**config.mk**
```make
export PLATFORM = sky130hd
export DESIGN_NAME = stream_pack
export DESIGN_NICKNAME = d
export VERILOG_FILES = /design/src/rtl/stream_pack.sv
export SDC_FILE = /design/constraint.sdc
export NUM_CORES = 1
export LEC_CHECK = 0
export ABC_AREA = 0
export CORE_MARGIN = 3
export CORE_UTILIZATION = 30
export DETAILED_ROUTE_END_ITERATION = 8
export GPL_TIMING_DRIVEN = 0
export SYNTH_ARGS = -nofsm -noshare
export SYNTH_HDL_FRONTEND = slang
export SYNTH_SLANG_ARGS = --single-unit
```
**constraint.sdc**
```tcl
create_clock -name i_clk -period 2.1 [get_ports i_clk]
set_input_delay 0.21 -clock i_clk [delete_from_list [all_inputs] [get_ports i_clk]]
set_output_delay 0.21 -clock i_clk [all_outputs]
set_load 0.05 [all_outputs]
```
**src/rtl/stream_pack.sv**
```systemverilog
// stream_pack: packs RATIO WIDTH-bit words into one wide word with lane strobe.
// Optional idle auto-flush: define STREAM_PACK_TIMEOUT_EN.
module stream_pack #(
  parameter int WIDTH   = 8,
  parameter int RATIO   = 4,
  parameter int TIMEOUT = 16
) (
  input  logic                       i_clk,
  input  logic                       i_rst,
  input  logic                       i_cg,
  input  logic [WIDTH-1:0]           i_data,
  input  logic                       i_valid,
  output logic                       o_ready,
  input  logic                       i_flush,
  output logic [WIDTH*RATIO-1:0]     o_data,
  output logic [RATIO-1:0]           o_strb,
  output logic                       o_valid,
  input  logic                       i_ready,
  output logic [$clog2(RATIO):0]     o_count
);

  localparam int LW = $clog2(RATIO);
  localparam int CW = LW + 1;
  localparam int DW = WIDTH * RATIO;

  if (RATIO < 2 || (RATIO & (RATIO - 1)) != 0 || WIDTH < 1 || TIMEOUT < 1)
  begin : g_param_check
    $error("stream_pack: illegal parameter set");
  end

  typedef enum logic [1:0] {
    S_IDLE,
    S_FILL,
    S_HOLD
  } state_t;

  state_t            state_q, state_d;
  logic [DW-1:0]     data_q, data_d;
  logic [CW-1:0]     count_q, count_d;
  logic [RATIO-1:0]  strb_q, strb_d;
  logic              valid_q, valid_d;

  logic [CW-1:0]     cnt_n;
  logic [RATIO-1:0]  mask_n;
  logic [RATIO-1:0]  one_lane;
  logic              xfer_in;
  logic              xfer_out;
  logic              tmo_fire;

  assign one_lane = {{(RATIO-1){1'b0}}, 1'b1};

  // Accept input unless a held packet is not being drained this cycle.
  assign o_ready  = i_cg && (state_q != S_HOLD || i_ready);
  assign xfer_in  = i_valid && o_ready;
  assign xfer_out = valid_q && i_ready && i_cg;
  assign cnt_n    = count_q + {{(CW-1){1'b0}}, xfer_in};

  // Contiguous strobe for the lane count after this cycle's accept.
  always_comb begin
    mask_n = '0;
    for (int k = 0; k < RATIO; k++) begin
      mask_n[k] = (CW'(k) < cnt_n);
    end
  end

`ifdef STREAM_PACK_TIMEOUT_EN
  localparam int TW = (TIMEOUT > 1) ? $clog2(TIMEOUT) : 1;

  logic [TW-1:0] tmo_q, tmo_d;

  assign tmo_fire = (state_q == S_FILL) && !xfer_in &&
                    (tmo_q == TW'(TIMEOUT - 1));

  // Idle counter: counts gated FILL cycles with no accepted word.
  always_comb begin
    tmo_d = tmo_q;
    if (i_cg) begin
      if (state_q == S_FILL && state_d == S_FILL && !xfer_in) begin
        tmo_d = tmo_q + TW'(1);
      end else begin
        tmo_d = '0;
      end
    end
  end

  // Idle counter register.
  always_ff @(posedge i_clk) begin
    if (i_rst) begin
      tmo_q <= '0;
    end else begin
      tmo_q <= tmo_d;
    end
  end
`else
  assign tmo_fire = 1'b0;
`endif

  // Next-state, lane write and strobe computation.
  always_comb begin
    state_d = state_q;
    data_d  = data_q;
    count_d = count_q;
    strb_d  = strb_q;
    if (i_cg) begin
      unique case (state_q)
        S_IDLE: begin
          if (xfer_in) begin
            data_d              = '0;
            data_d[WIDTH-1:0]   = i_data;
            count_d             = CW'(1);
            strb_d              = one_lane;
            state_d             = i_flush ? S_HOLD : S_FILL;
          end
        end
        S_FILL: begin
          if (xfer_in) begin
            data_d[int'(count_q[LW-1:0])*WIDTH +: WIDTH] = i_data;
          end
          count_d = cnt_n;
          strb_d  = mask_n;
          if (cnt_n == CW'(RATIO) || i_flush || tmo_fire) begin
            state_d = S_HOLD;
          end
        end
        S_HOLD: begin
          if (xfer_out) begin
            data_d  = '0;
            count_d = '0;
            strb_d  = '0;
            state_d = S_IDLE;
            if (xfer_in) begin
              data_d[WIDTH-1:0] = i_data;
              count_d           = CW'(1);
              strb_d            = one_lane;
              state_d           = i_flush ? S_HOLD : S_FILL;
            end
          end
        end
        default: begin
          state_d = S_IDLE;
          data_d  = '0;
          count_d = '0;
          strb_d  = '0;
        end
      endcase
    end
  end

  assign valid_d = (state_d == S_HOLD);

  // State and output registers, synchronous reset.
  always_ff @(posedge i_clk) begin
    if (i_rst) begin
      state_q <= S_IDLE;
      data_q  <= '0;
      count_q <= '0;
      strb_q  <= '0;
      valid_q <= 1'b0;
    end else begin
      state_q <= state_d;
      data_q  <= data_d;
      count_q <= count_d;
      strb_q  <= strb_d;
      valid_q <= valid_d;
    end
  end

  assign o_data  = data_q;
  assign o_strb  = strb_q;
  assign o_valid = valid_q;
  assign o_count = count_q;

endmodule

```
# Yosys cells after proc, flatten, opt, wreduce, memory -nomap -nowiden
# Cells that the tools add are included.
# W data, S select, Z words.
# word_totals
register_bits	42
input_bits	14
output_inout_bits	41
elab_cells	51
# op_classes
add_sub_neg	2
order_cmp	4
eq_ne	8
shifts	2
muxes	21
n_reduce_logical	9
# op_table
operator	n
$mux W32	3
$pmux W32 S3	1
$neg A5 Y33	1
$shift A8 B33 Y32 const A	1
$shiftx A8 B33 Y32	1
$bwmux W32	1
$mux W2	6
$pmux W4 S3	1
$pmux W3 S3	1
$mux W4	2
$mux W8	1
$ne A2 B2 Y1 const B	4
$lt A1 B3 Y1 const A	2
$lt A2 B3 Y1 const A	2
$mux W3	2
$pmux W2 S3	1
$eq A2 B2 Y1 const B	2
$logic_and A1 B1 Y1	4
$reduce_and A4 Y1	1
$add A3 B1 Y3	1
$eq A3 B3 Y1 const B	1
$reduce_and A3 Y1	1
$eq A2 B1 Y1 const B	1
$logic_not A2 Y1	1
2 further kinds	4

# Depth between registers and ports, before layout
# logic_depth
ltp_word	11
mapped_depth	9
mapped_depth_nobuf	9

# Worst setup path after synthesis
# OpenSTA, ideal clock, no wires.
# synth_path
path_kind	register -> register
start	register state_q[0]
end	register strb_q[2], in the netlist o_strb[2]
setup_time_ps	71
arrival_ps	2291
required_ps	2029
slack_ps	-262
stages_incl_launch_ff	10
path_buffers	0
period_less_slack_ps	2362
cell_sequence	dfxtp_1 > nand2b_4 > o21a_1 > and2_1 > ha_1 > ha_1 > xor2_1 > a21oi_1 > or3_1 > a21oi_1
# synth_via
elab_chain_len	7
word_cells_on_any_way	13
cone_classes	1 x add/sub; 1 x order compare; 5 x eq/ne; 1 x mux; 5 x reduce/logical
# synth_lines
element	line	rtl
start: declaration	37	state_t state_q, state_d;
start signal: assignment	160	state_q <= state_d;
$ne A2 B2 Y1 *	53	assign o_ready = i_cg && (state_q != S_HOLD || i_ready);
$logic_or A1 B1 Y1 *	53	
$logic_and A1 B1 Y1 *	53	
net o_ready	13	output logic o_ready,
$logic_and A1 B1 Y1 *	54	assign xfer_in = i_valid && o_ready;
$add A3 B1 Y3	56	assign cnt_n = count_q + {{(CW-1){1'b0}}, xfer_in};
$lt A2 B3 Y1	62	mask_n[k] = (CW'(k) < cnt_n);
$pmux W4 S3	105	unique case (state_q)
end signal: assignment	163	strb_q <= strb_d;
end: declaration	40	logic [RATIO-1:0] strb_q, strb_d;
# The timed path passes the listed nets; every way through them passes the cells marked *.
# A chain may end at the register's enable or synchronous reset.

# Worst setup path in the final report
# layout_path
start	register state_q[0]
end	register valid_q, in the netlist o_valid
# layout_via
elab_chain_len	11
word_cells_on_any_way	17
cone_classes	1 x add/sub; 5 x eq/ne; 6 x mux; 5 x reduce/logical
# layout_lines
element	line	rtl
$ne A2 B2 Y1	53	
$logic_or A1 B1 Y1	53	
$logic_and A1 B1 Y1	53	
$logic_and A1 B1 Y1	54	
$add A3 B1 Y3	56	
$eq A3 B3 Y1	121	if (cnt_n == CW'(RATIO) || i_flush || tmo_fire) begin
$logic_or A1 B1 Y1	121	
$mux W2	121	
$pmux W2 S3	105	
$mux W2 *	104	if (i_cg) begin
$eq A2 B2 Y1 *	149	assign valid_d = (state_d == S_HOLD);
end signal: assignment	164	valid_q <= valid_d;
end: declaration	41	logic valid_q, valid_d;
# Mark *: on every way between the ends. The rest lies on a longest branch, timed or not.

==> results.json <==
{
  "status": "completed",
  "nFillCells": 588,
  "synth_seq_cells": 41,
  "final_util_pct": 45.3,
  "timing.rr.end": "o_valid$_SDFF_PP0_",
  "ioPinCount": 55,
  "mostFrequentLayoutCells": "clkdlybuf4s50_1 (52), dfxtp_1 (37), nand2_1 (26), nor2_1 (26), a22oi_1 (25)",
  "port_buffers": 54,
  "max-clock-path-buffers": 2,
  "cap_violations": 0,
  "vias": 1746,
  "post-dp-hpwl_um": 3810,
  "antenna_left": 0,
  "reg2reg_slack_ns": 0.1,
  "cts_root_buf": "clkbuf_8",
  "timing.rr.start": "state_q[0]$_SDFF_PP0_",
  "area_growth_pct": 42.4,
  "post-place-ws_ns": -0.273,
  "core_area_um2": 6060,
  "finalCriticalPeriod_ns": 2.00,
  "fmax_ghz": 0.499,
  "seq_area_frac_synth_pct": 42.5,
  "antenna_found_initial": 0,
  "yosysWarnings": 0,
  "critPathLaunch": "state_q[0]$_SDFF_PP0_",
  "synthCells": 207,
  "worst_pin_slew_ns": 0.564,
  "rsz0062_at_grt": "false",
  "power_mw": 1.65,
  "clk_pin_slew_ns": 0.08,
  "drc": 0,
  "finalHoldViolCount": 0,
  "die_w_um": 86.2,
  "min_from": "i_cg",
  "fin_cells": 345,
  "fin_worst_skew_ns": 0.0121,
  "reg2regPathDepth": 9,
  "syn_avg_cell_area_um2": 9.32,
  "synth_mux_area_share_pct": 0.519,
  "setup_viol": 0,
  "die_h_um": 86.2,
  "grt_pass1_vias": 1704,
  "cp-endpoint": "o_valid$_SDFF_PP0_",
  "ir_drop_uv": 369,
  "cp-start-kind": "register",
  "dieArea_um2": 7430,
  "synth_compound_area_share_pct": 26.5,
  "rows": 28,
  "grt_usage_pct": 14.5,
  "cts_hold_repair.buffers": 0,
  "final_nets": 290,
  "pwr_density_cell_nw_per_um2": 601,
  "clock_sinks": 41,
  "cp_data_required_time_ns": 2.28,
  "gr-total-overflow": 0,
  "fin_area_um2": 2750,
  "layout_commonest_cell": "clkdlybuf4s50_1",
  "grt_max_degree": 14,
  "drv_slew": 0,
  "ys_types": 41,
  "htreeDepth": 2,
  "diodes": 0,
  "gp_congestion": 0.840,
  "synth-xor-area-share_pct": 0.454,
  "hold_class": "in -> reg",
  "min_period_over_period_pct": 95.5,
  "synth_simple_gate_area_share_pct": 22.4,
  "dpl.cell_count": 336,
  "placed_area_um2": 2600,
  "drive_gt1_share_pct": 14.4,
  "worst_slack_ns": 0.0954,
  "crit_type": "reg -> reg",
  "worst-path-max-fanout": 4,
  "vias_per_cell": 5.06,
  "syn-num-nets": 228,
  "wl_per_cell_um": 14.9,
  "maxSlewHeadroom_pct": 62.2,
  "synth_top_family_by_area": "compound AO/OA/AOI/OAI gates",
  "power.leakage_nw": 0.969,
  "critPathArrivalTime_ns": 2.18,
  "cts_buffers": 5,
  "synth.cell_area_um2": 1930,
  "wirelength_um": 5130,
  "clkLatencyLatePin_ns": 0.29,
  "start_util_pct": 31.8,
  "dr.pass1.iters": 4,
  "synth_fa_ha_area_share_pct": 4.54,
  "cts_tree": "yes",
  "grt_pass1_wl_um": 8630,
  "drtIter0Drc": 129,
  "cp-end-kind": "register"
}
==> per-stage QoR <==
stage / TNS (ns) / hold WS, ns
2_1_floorplan: 0 / 0.358
3_3_place_gp: -1.17 / 0.449
3_5_place_dp: -1.05 / 0.449
4_1_cts: 0 / 0.464
5_1_grt: 0 / 0.479
6_report: 0 / 0.449
==> where the power goes <==
group / total [mW] / switching, mW / leakage (nW) / internal, mW
logic: 0.264 / 0.167 / 0.580 / 0.0967
registers: 0.805 / 0.0158 / 0.334 / 0.789
clock network: 0.581 / 0.277 / 0.0549 / 0.304
total: 1.65 / 0.461 / 0.969 / 1.19
==> cell families (layout without fill, tap and decap cells) <==
| logic type | Yosys count | count (layout) |
|---|---|---|
| AOI/OAI and AO/OA | 68 | 68 |
| and+or+nand+nor | 77 | 77 |
| muxes | 1 | 1 |
| DFF | 41 | 41 |
| xor gates and xnor gates | 1 | 1 |
| adders and majority gates | 7 | 7 |
| buffers and inverters | 12 | 75 |
==> worst max-delay path, stage by stage, from the launching register on <==
cell	delay, ns
dfxtp_4	0.37
nand2b_4	0.16
o21a_4	0.21
and2_4	0.13
ha_2	0.17
ha_4	0.18
xor2_4	0.16
a21o_1	0.18
a32o_1	0.22
nor2b_1	0.12
==> timing repair <==
action                                  4_1_cts  5_1_grt
pin swaps                                     0        2
buffers inserted                              0        1
endpoints found under the setup margin        4        4
resized for setup                             2        9
endpoints found under the hold margin         0        0
==> registers in the layout (all words and copies together), names as in the netlist <==
signal	count
o_data	32
o_count	3
o_strb	3
o_valid	1
state_q	2
==> metal layers <==
metal | vias up | GRT usage, % | share of wire (%)
met1 | 814 | 20.5 | 50
met4 | 0 | 4.25 | 1.1
met3 | 4 | 3.52 | 3.7
met5 | - | 0 | 0
met2 | 37 | 21.9 | 45
li1 | 891 | - | -
==> cell type report <==
type                    count  area [um2]  share of cell area (%)
well taps                  75        93.8                    3.42
flip-flops and latches     41         828                    30.1
clock buffers               7        96.3                    3.51
repair buffers             55         549                    20.0
inverters                   3        11.3                   0.410
multi-input cells         154        1100                    40.2
clock inverters             1        8.76                   0.319
plain buffers               9        55.1                    2.00
==> Yosys cell counts <==
master	count	area, um2
ha_1	7	87.6
xor2_1	1	8.76
nand2b_4	2	27.5
nor3b_1	1	7.51
nand2_1	26	97.6
clkbuf_1	4	15.0
nor2b_1	5	31.3
o21ai_0	9	45.0
nor2_1	27	101
o22a_1	1	8.76
a31oi_1	1	6.26
nand4b_1	1	8.76
o21ai_2	1	8.76
nand3b_1	1	7.51
and3_1	1	6.26
nor2_2	1	6.26
buf_6	1	11.3
mux2i_1	1	10.0
nand3_1	1	5.00
buf_2	3	15.0
o211ai_1	1	7.51
inv_1	3	11.3
o31ai_2	1	12.5
a21oi_1	8	40.0
o21a_1	1	7.51
a32o_1	1	10.0
o221ai_2	4	60.1
and2_1	3	18.8
a22oi_1	25	188
dfxtp_1	41	821
a221oi_1	8	70.1
nand3b_4	1	20.0
o21ai_1	3	15.0
a21o_1	1	7.51
or3_1	1	6.26
o21a_2	1	8.76
buf_4	1	7.51
nor4_4	3	63.8
a211oi_1	2	15.0
nand4bb_1	1	11.3
nand2b_1	2	12.5
==> how the worst min path moves through the flow <==
stage	slack (ns)	end	cells after the start
2_1_floorplan	0.36	o_data[10]$_SDFFE_PP0P_	2
3_3_place_gp	0.45	o_strb[2]$_SDFFE_PP0P_	2
3_5_place_dp	0.45	o_strb[2]$_SDFFE_PP0P_	2
4_1_cts	0.46	o_strb[2]$_SDFFE_PP0P_	2
5_1_grt	0.48	o_strb[1]$_SDFFE_PP0P_	2
6_report	0.45	o_count[1]$_SDFFE_PP0P_	4
(Power assumes the default switching activity.)
==> RTL change: new RTL, same flow settings <==
Build with the macro `STREAM_PACK_TIMEOUT_EN` defined.
--- a/src/rtl/stream_pack.sv
+++ b/src/rtl/stream_pack.sv
@@ -1,4 +1,6 @@
 // stream_pack: packs RATIO WIDTH-bit words into one wide word with lane strobe.
 // Optional idle auto-flush: define STREAM_PACK_TIMEOUT_EN.
+`define STREAM_PACK_TIMEOUT_EN
+
 module stream_pack #(
   parameter int WIDTH   = 8,
Formal check against the unedited RTL: same outputs for any inputs over 4 cycles, from zero or initial values and one cycle with i_rst high; that may be too few to reach the edited logic, so the function may still have changed.
==> RTL change against the unedited design <==
- synthesized cell count is 20% higher
- area after synthesis is 15% higher
- sequential cell count is 4 higher
- cell area is 14% higher
- cell count is 20% higher
- via count is 15% higher
- routed wire length is 17% higher
- setup slack worse by 0.070 ns
- power is 6.6% higher
- critical endpoint is now tmo_q[0]$_SDFFE_PP0P_
- largest power group unchanged
==> RTL change: results (changes against the unedited design) <==
- Seq pwr share: 50.3% (+1.5 points)
- Post-DP HPWL: 4.33 mm (+14%)
- Worst hold path class: register to register
- Vias: 2009 (+15%)
- Cell internal pwr: 1.23 mW (+3.3%)
- DRT iter0 DRCs: 134 (+3.9%)
- Clk_skew: 0.00993 ns (-0.00217 ns)
- Mux cell area share after synthesis: 1.36% (+0.84 points)
- Die ar.: 0.00844 mm^2 (+14%)
- Top post-synthesis cells by count: 45 x dfxtp_1, 32 x a21oi_1, 30 x nand2b_1, 30 x nand3_1, 12 x inv_1
- Dpl cells: 398 (+18%)
- Drt wl/cell: 14.5 um (-2.7%)
- Synthesized area per cell: 8.88 um^2 (-4.7%)
- Pin count of the biggest net entering global routing: 16 (+2)
- Fraction of power consumed by combinational cells: 17.9% (+1.9 points)
- Outcome: finished clean
- Met3 Wirelength: 227 um (+20%)
- M1 GR Usage: 20.7% (+0.25 points)
- Seq/Total Area, Yosys: 40.7% (-1.8 points)
- Comb_multi_in: 180 (+17%)
- Setup bufs post-CTS: 5 (+5)
- Fillers: 718 (+22%)
- Total routed wirelength: 5.99 mm (+17%)
- Grt met3 use: 3.20% (-0.32 points)
- Max VDD drop: 0.000195 V (-47%)
- Post-DP Area: 0.00290 mm^2 (+12%)
- Clock-cell share of area: 2.88% (-0.95 points)
- Top cells by area, synth: dfxtp_1 41%, nand2b_1 8.5%, a21oi_1 7.2%, nand3_1 6.8%, ha_1 4.5%
- Share of layout cells above drive strength 1: 16.7% (+2.2 points)
## RTL change: final timing paths
check	start	endpoint	slack (ns)	cells past startpoint
setup / recovery	state_q[0]$_SDFF_PP0_	tmo_q[0]$_SDFFE_PP0P_	0.03	9
hold / removal	o_data[9]$_SDFFE_PP0P_	o_data[9]$_SDFFE_PP0P_	0.47	2
setup reg to reg	state_q[0]$_SDFF_PP0_	tmo_q[0]$_SDFFE_PP0P_	0.03	9
hold reg to reg	o_data[9]$_SDFFE_PP0P_	o_data[9]$_SDFFE_PP0P_	0.47	2
## RTL change: worst reg2reg max path, delay by kind of cell, from the launching register on
family	cells	cell delay [ns]
AOI/OAI and AO/OA	1	0.13
adders and majority gates	2	0.36
DFF	1	0.33
xor gates and xnor gates	1	0.22
and+or+nand+nor	5	0.99
## RTL change: per-stage QoR
stage                     TNS [ns]  hold slack [ns]
after global placement       -9.16            0.455
final                            0            0.472
after CTS                        0            0.471
after global routing        -0.525            0.484
after floorplan            -0.0344            0.343
after detailed placement     -9.15            0.458
